===== src/rtl/mux_pipe.sv =====
// mux_pipe: N-channel data selector feeding a 2-entry skid buffer with a
// valid/ready handshake on both sides.
//
// Ports:
//   clk        clock, all state updates on the rising edge
//   rst        synchronous active-high reset
//   in_data    flattened channels, channel k at [k*WIDTH +: WIDTH]
//   sel        channel select, sampled with the beat
//   in_valid   upstream beat present
//   in_ready   a beat can be accepted this cycle (registered state only)
//   flush      discard every buffered beat
//   out_data   selected data of the head entry
//   out_valid  head entry valid
//   out_ready  downstream takes the head this cycle
//   sel_err    head entry was accepted with an out-of-range select
module mux_pipe #(
    parameter int unsigned WIDTH    = 32,
    parameter int unsigned CHANNELS = 2,
    parameter int unsigned SEL_W    = 1
) (
    input  logic                      clk,
    input  logic                      rst,
    input  logic [CHANNELS*WIDTH-1:0] in_data,
    input  logic [SEL_W-1:0]          sel,
    input  logic                      in_valid,
    output logic                      in_ready,
    input  logic                      flush,
    output logic [WIDTH-1:0]          out_data,
    output logic                      out_valid,
    input  logic                      out_ready,
    output logic                      sel_err
);

    // Occupancy of the buffer: 0, 1 or 2 entries.
    typedef enum logic [1:0] {
        StEmpty = 2'd0,
        StOne   = 2'd1,
        StFull  = 2'd2
    } state_e;

    state_e           state_q, state_d;
    logic [WIDTH-1:0] head_data_q, head_data_d;
    logic             head_err_q, head_err_d;
    logic [WIDTH-1:0] skid_data_q, skid_data_d;
    logic             skid_err_q, skid_err_d;

    logic [WIDTH-1:0] sel_data;
    logic             sel_bad;
    logic             accept;
    logic             pop;

    // Out-of-range selects yield zero data and flag the entry.
    always_comb begin
        sel_data = '0;
        sel_bad  = 1'b1;
        for (int k = 0; k < CHANNELS; k++) begin
            if (sel == SEL_W'(k)) begin
                sel_data = in_data[k*WIDTH +: WIDTH];
                sel_bad  = 1'b0;
            end
        end
    end

    assign in_ready  = (state_q != StFull);
    assign out_valid = (state_q != StEmpty);
    assign out_data  = head_data_q;
    assign sel_err   = head_err_q;

    assign accept = in_valid & in_ready;
    assign pop    = out_valid & out_ready;

    always_comb begin
        state_d     = state_q;
        head_data_d = head_data_q;
        head_err_d  = head_err_q;
        skid_data_d = skid_data_q;
        skid_err_d  = skid_err_q;

        case (state_q)
            StEmpty: begin
                if (accept) begin
                    state_d     = StOne;
                    head_data_d = sel_data;
                    head_err_d  = sel_bad;
                end
            end
            StOne: begin
                if (accept && pop) begin
                    head_data_d = sel_data;
                    head_err_d  = sel_bad;
                end else if (accept) begin
                    state_d     = StFull;
                    skid_data_d = sel_data;
                    skid_err_d  = sel_bad;
                end else if (pop) begin
                    state_d = StEmpty;
                end
            end
            StFull: begin
                // Skid always holds the younger beat; promote it on a pop.
                if (pop) begin
                    state_d     = StOne;
                    head_data_d = skid_data_q;
                    head_err_d  = skid_err_q;
                end
            end
            default: state_d = StEmpty;
        endcase

        // Flush overrides any accept this cycle; data may go stale.
        if (flush) begin
            state_d    = StEmpty;
            head_err_d = 1'b0;
            skid_err_d = 1'b0;
        end
    end

    always_ff @(posedge clk) begin
        if (rst) begin
            state_q     <= StEmpty;
            head_data_q <= '0;
            head_err_q  <= 1'b0;
            skid_data_q <= '0;
            skid_err_q  <= 1'b0;
        end else begin
            state_q     <= state_d;
            head_data_q <= head_data_d;
            head_err_q  <= head_err_d;
            skid_data_q <= skid_data_d;
            skid_err_q  <= skid_err_d;
        end
    end

endmodule


===== config.mk =====
export PLATFORM = sky130hd
export DESIGN_NAME = mux_pipe
export DESIGN_NICKNAME = d
export VERILOG_FILES = /design/src/rtl/mux_pipe.sv
export SDC_FILE = /design/constraint.sdc
export NUM_CORES = 1
export LEC_CHECK = 0
export ABC_CLOCK_PERIOD_IN_PS = 4180
export CAP_MARGIN = 30
export CORE_UTILIZATION = 49
export DETAILED_ROUTE_END_ITERATION = 16
export GPL_ROUTABILITY_DRIVEN = 0
export HOLD_SLACK_MARGIN = 0.05
export PLACE_DENSITY = 0.83
export SLEW_MARGIN = 20
export SYNTH_ARGS = -nofsm -noshare
export SYNTH_HDL_FRONTEND = slang
export SYNTH_SLANG_ARGS = --single-unit

===== constraint.sdc =====
create_clock -name clk -period 4.18 [get_ports clk]
set_clock_uncertainty 0.2 [all_clocks]
set_input_delay 0.836 -clock clk [delete_from_list [all_inputs] [get_ports clk]]
set_output_delay 0.836 -clock clk [all_outputs]
set_load 0.05 [all_outputs]

Word level (Yosys, flattened, before mapping)
Index checks and enable logic that the tools add are counted.

Word-level logic and storage cells: 38. Flip-flop bits (word level): 67. Output and inout bits: 35. Bits of input ports: 70.

Bitwise operators: 3. Eq/ne operators: 8. Reductions and logical operators: 8. Multiplexer cells: 15.

Operator list (count): $mux 32 (4); $pmux 32 s3 (1); $mux 2 (5); $ne 2x2->1 const B (5); $reduce_and 4->1 (2); $pmux 2 s3 (1); $mux 1 (3); $ne 3x3->1 const B (1); $pmux 1 s3 (1); $reduce_and 3->1 (1); $reduce_bool 3->1 (1); $and 1x1->1 (2); $eq 2x1->1 const B (1); $eq 2x2->1 const B (1); $logic_not 2->1 (1); $reduce_bool 2->1 (1); $reduce_or 2->1 (1); $logic_and 1x1->1 (1); $not 1->1 (1).

Logic depth before layout (Yosys ltp)
Depth after elaboration: 6. Depth in mapped cells: 5. Depth with buffers taken out: 3.

Worst setup path after synthesis
No wires, ideal clock.

Path kind: reg-to-output. Start: register state_q[0]. End: output in_ready. Required time: 3.144 ns. Data arrival time: 0.973 ns. Path buffers: 2. Cell stages (with the launch flop): 4. Slack: 2.171 ns. Path through: dfxtp_1 > nand2b_1 > buf_2 > buf_2.

Longest elaborated chain between the ends: 1.

Ends and longest elaborated chain: start: declaration (line 41) `state_e state_q, state_d;`; start signal: assignment (line 120) `state_q <= StEmpty;`; start signal: assignment (line 126) `state_q <= state_d;`; $ne 2x2->1 (line 64) `assign in_ready = (state_q != StFull);`; end: declaration (line 26) `output logic in_ready,`.

Every way passes these cells.

Worst setup path in the final report
Same ends and word-level chain as after synthesis.

==> flow_summary.toml <==
[cells_and_area]
final_net_count = 500
drive_gt1_share_pct = 13.79
fin_util_pct = 68.55
final-seq-area_sq_um = 1321
syn2layout_area_growth_pct = 34.66
multiInputGateArea_sq_um = 1904
fin_area_sq_um = 4657
n_antenna_cell = 0
filler_cell_count = 514

[pwr]
power-per-cell-area_nw_per_um2 = 349.4
power_leakage_nw = 1.819
ir_drop_mv = 0.2042

[hold_path]
timing.hold.worst.class = "reg2reg"
holdPathEnd = "skid_data_q[26]$_SDFFE_PP0P_"
hold_path_depth = 2
worst_hold_startpoint = "skid_data_q[26]$_SDFFE_PP0P_"

[cts]
cts_setup_buffers = 0
cts_htree_levels = 3
cts.repair.resized = 0
path_clk_slew_ps = 70
tritoncts.num_buffers = 9
cts_buffer_depth = 2
tritoncts = "done"
holdBufCountCts = 0
clock_sink_count = 66
root_buffer = "sky130_fd_sc_hd__clkbuf_8"
clock_latency_ps = 340

[drt]
drtIter0Drc = 142
post_route_drc_violation_count = 0
num_vias = 3070
drt_pre_antenna_iters = 4
postRouteAntennaNets = 0
detail_route_met3_wl_microns = 415
drt_wl_total_microns = 8539
viasPerCell = 5.782
met2WireLength_microns = 4306
top_layer = "met4"
wl_met1_microns = 3692
routedWlPerCell_microns = 16.08

[place]
placed_cell_area_sq_um = 4423
detailedPlacementHpwl_microns = 5522
place.port_buffers = 103

[synthesis]
synth_largest_area_cell = "sky130_fd_sc_hd__dfxtp_1"
ys.warnings.count = 0
synth_seq_area_share_pct = 38.21
synthesis.nets = 421
post_synth.cell_area_avg_sq_um = 9.853
netlist-cell-type-count = 24
yosys.area.top_type_share_pct = 38.21
postSynth.topFlopCell = "sky130_fd_sc_hd__dfxtp_1"
syn_area_sq_um = 3458
synth_edf_count = 0
post_synthesis_sequential_element_count = 66
synth_cells = 351
synth.cells.most_frequent = "sky130_fd_sc_hd__dfxtp_1 (66), sky130_fd_sc_hd__nor2_1 (66)"
share_of_synthesized_registers_carrying_an_async_set_or_reset_pct = 0
synth.area.top_cells = "sky130_fd_sc_hd__dfxtp_1 (38%), sky130_fd_sc_hd__o41ai_2 (14%), sky130_fd_sc_hd__mux2i_1 (9.3%), sky130_fd_sc_hd__o2111ai_1 (8.1%), sky130_fd_sc_hd__nor2_1 (7.2%)"

[critical_path]
timing_worst_setup_path_type = "reg2out"
crit_path_top_delay_cell = "sky130_fd_sc_hd__clkdlybuf4s50_1"
crit_path_cell_trace = "nand2b_2 -> clkdlybuf4s50_1"
worst_setup_path_start_kind = "flip-flop"
endpoint_kind = "output pin"
critPathMaxStageDelay_ps = 800
cp_max_fo = 7
critical_path.reg2reg.startpoint = "state_q[0]$_SDFFE_PP0P_"
worst_path_dominant_cell_family = "buffers and inverters"
ff2ff_path_depth = 3
cp_data_required_time_ps = 3140
crit_reg_reg_endpoint = "out_data[27]$_SDFFE_PP0P_"
crit_buf_inv = 1
rrSetupSlack_ps = 2050
cp_data_arrival_time_ps = 1730

[grt]
grt_first_pass_wirelength_microns = 13700
grt_start_max_net_pins = 66
number_of_global_route_vias_before_repair = 2939
grt_antenna_before_repair = 0
grt_overflow_total = 0
grt_total_usage_pct = 23.68

[die]
die_area_sq_um = 7398
chipWidth_microns = 86.01
std_cell_rows = 30
die_h_microns = 86.01
core_region_area_sq_um = 6794
boundaryPins = 105
floorplan.initialDensity_pct = 50.90

[sta]
timing.final.setup_violations = 0
rsz0062_at_grt = "no"
setup_tns_after_final_layout_ps = 0
min_period_over_period_pct = 66.07
finalWorstPathRequiredPeriod_ps = 2762
timing.slew.headroom_pct = 38.91
count_of_endpoints_failing_hold_in_the_final_timing_report = 0
finalMaxSlewViolations = 0
clock.fmax_ghz = 0.3621
worst_pin_slew_ps = 916.3
timing.hold.ws_ps = 300.9

[run_status]
outcome = "completed"

[job]
cap_violations = 0
==> placed cells by master, fill, tap and decap left out, drive strengths merged, types with 3 or more instances in the layout <==
cell | netlist | routed
a211oi | 32 | 32
and2 | 32 | 32
buf | 21 | 10
clkbuf | 22 | 11
clkdlybuf4s50 | 0 | 101
dfxtp | 66 | 66
mux2i | 32 | 32
nor2 | 66 | 66
o2111ai | 32 | 32
o21a | 3 | 3
o41ai | 32 | 32
==> cell families (layout without fill, tap and decap cells) <==
family	count (synthesis)	after routing	synth area share [%]
compound gates	101	101	30.82
buf+inv	44	128	6.874
flops	66	66	38.21
mux	32	32	9.262
other cells	1	1	0.1084
simple gates	107	107	14.73
==> how the worst max path moves through the flow <==
| stage | start | to | slack [ps] | cells past startpoint |
|---|---|---|---|---|
| global route | out_ready | skid_data_q[29]$_SDFFE_PP0P_ | 1320 | 5 |
| floorplan | state_q[0]$_SDFFE_PP0P_ | in_ready | 2170 | 3 |
| CTS | state_q[0]$_SDFFE_PP0P_ | in_ready | 1410 | 2 |
| finish | state_q[0]$_SDFFE_PP0P_ | in_ready | 1420 | 2 |
| detailed placement | out_ready | skid_data_q[29]$_SDFFE_PP0P_ | 1100 | 5 |
| global placement | out_ready | out_data[3]$_SDFFE_PP0P_ | 1170 | 4 |
==> per-stage QoR <==
step,worst slack (ps),power [mW],std cells
6_report,1418,1.627,531
4_1_cts,1411,1.630,530
3_5_place_dp,1101,1.049,514
2_1_floorplan,2171,0.9159,351
5_1_grt,1324,1.688,531
3_3_place_gp,1170,1.041,514
==> sequential cells by signal, summed over array words and instances, names as in the netlist <==
signal / flops
out_data: 32
skid_data_q: 32
state_q: 2
==> worst register-to-register path, delay by kind of cell (launching register included) <==
family	cells	cell delay, ps
flops	1	410
simple gates	1	580
compound gates	2	800
==> power by group <==
| group | switching (mW) | internal, mW | leakage, nW |
|---|---|---|---|
| sequential | 0.0203 | 0.662 | 0.539 |
| combinational | 0.197 | 0.157 | 1.17 |
| clock | 0.241 | 0.350 | 0.109 |
==> layer usage <==
| layer | vias to the layer above | GRT usage (%) |
|---|---|---|
| met5 | - | 0 |
| met4 | 0 | 8.939 |
| met3 | 12 | 5.005 |
| met2 | 117 | 39.97 |
| met1 | 1460 | 29.62 |
| li1 | 1481 | - |
==> layout make-up <==
cell class / count / area share [%]
repair buffers: 111 / 23.37
flip-flops and latches: 66 / 28.37
clock inverters: 5 / 1.666
multi-input cells: 241 / 40.89
inverters: 1 / 0.08060
well taps: 96 / 2.579
clock buffers: 11 / 3.036
(Power assumes the default switching activity.)
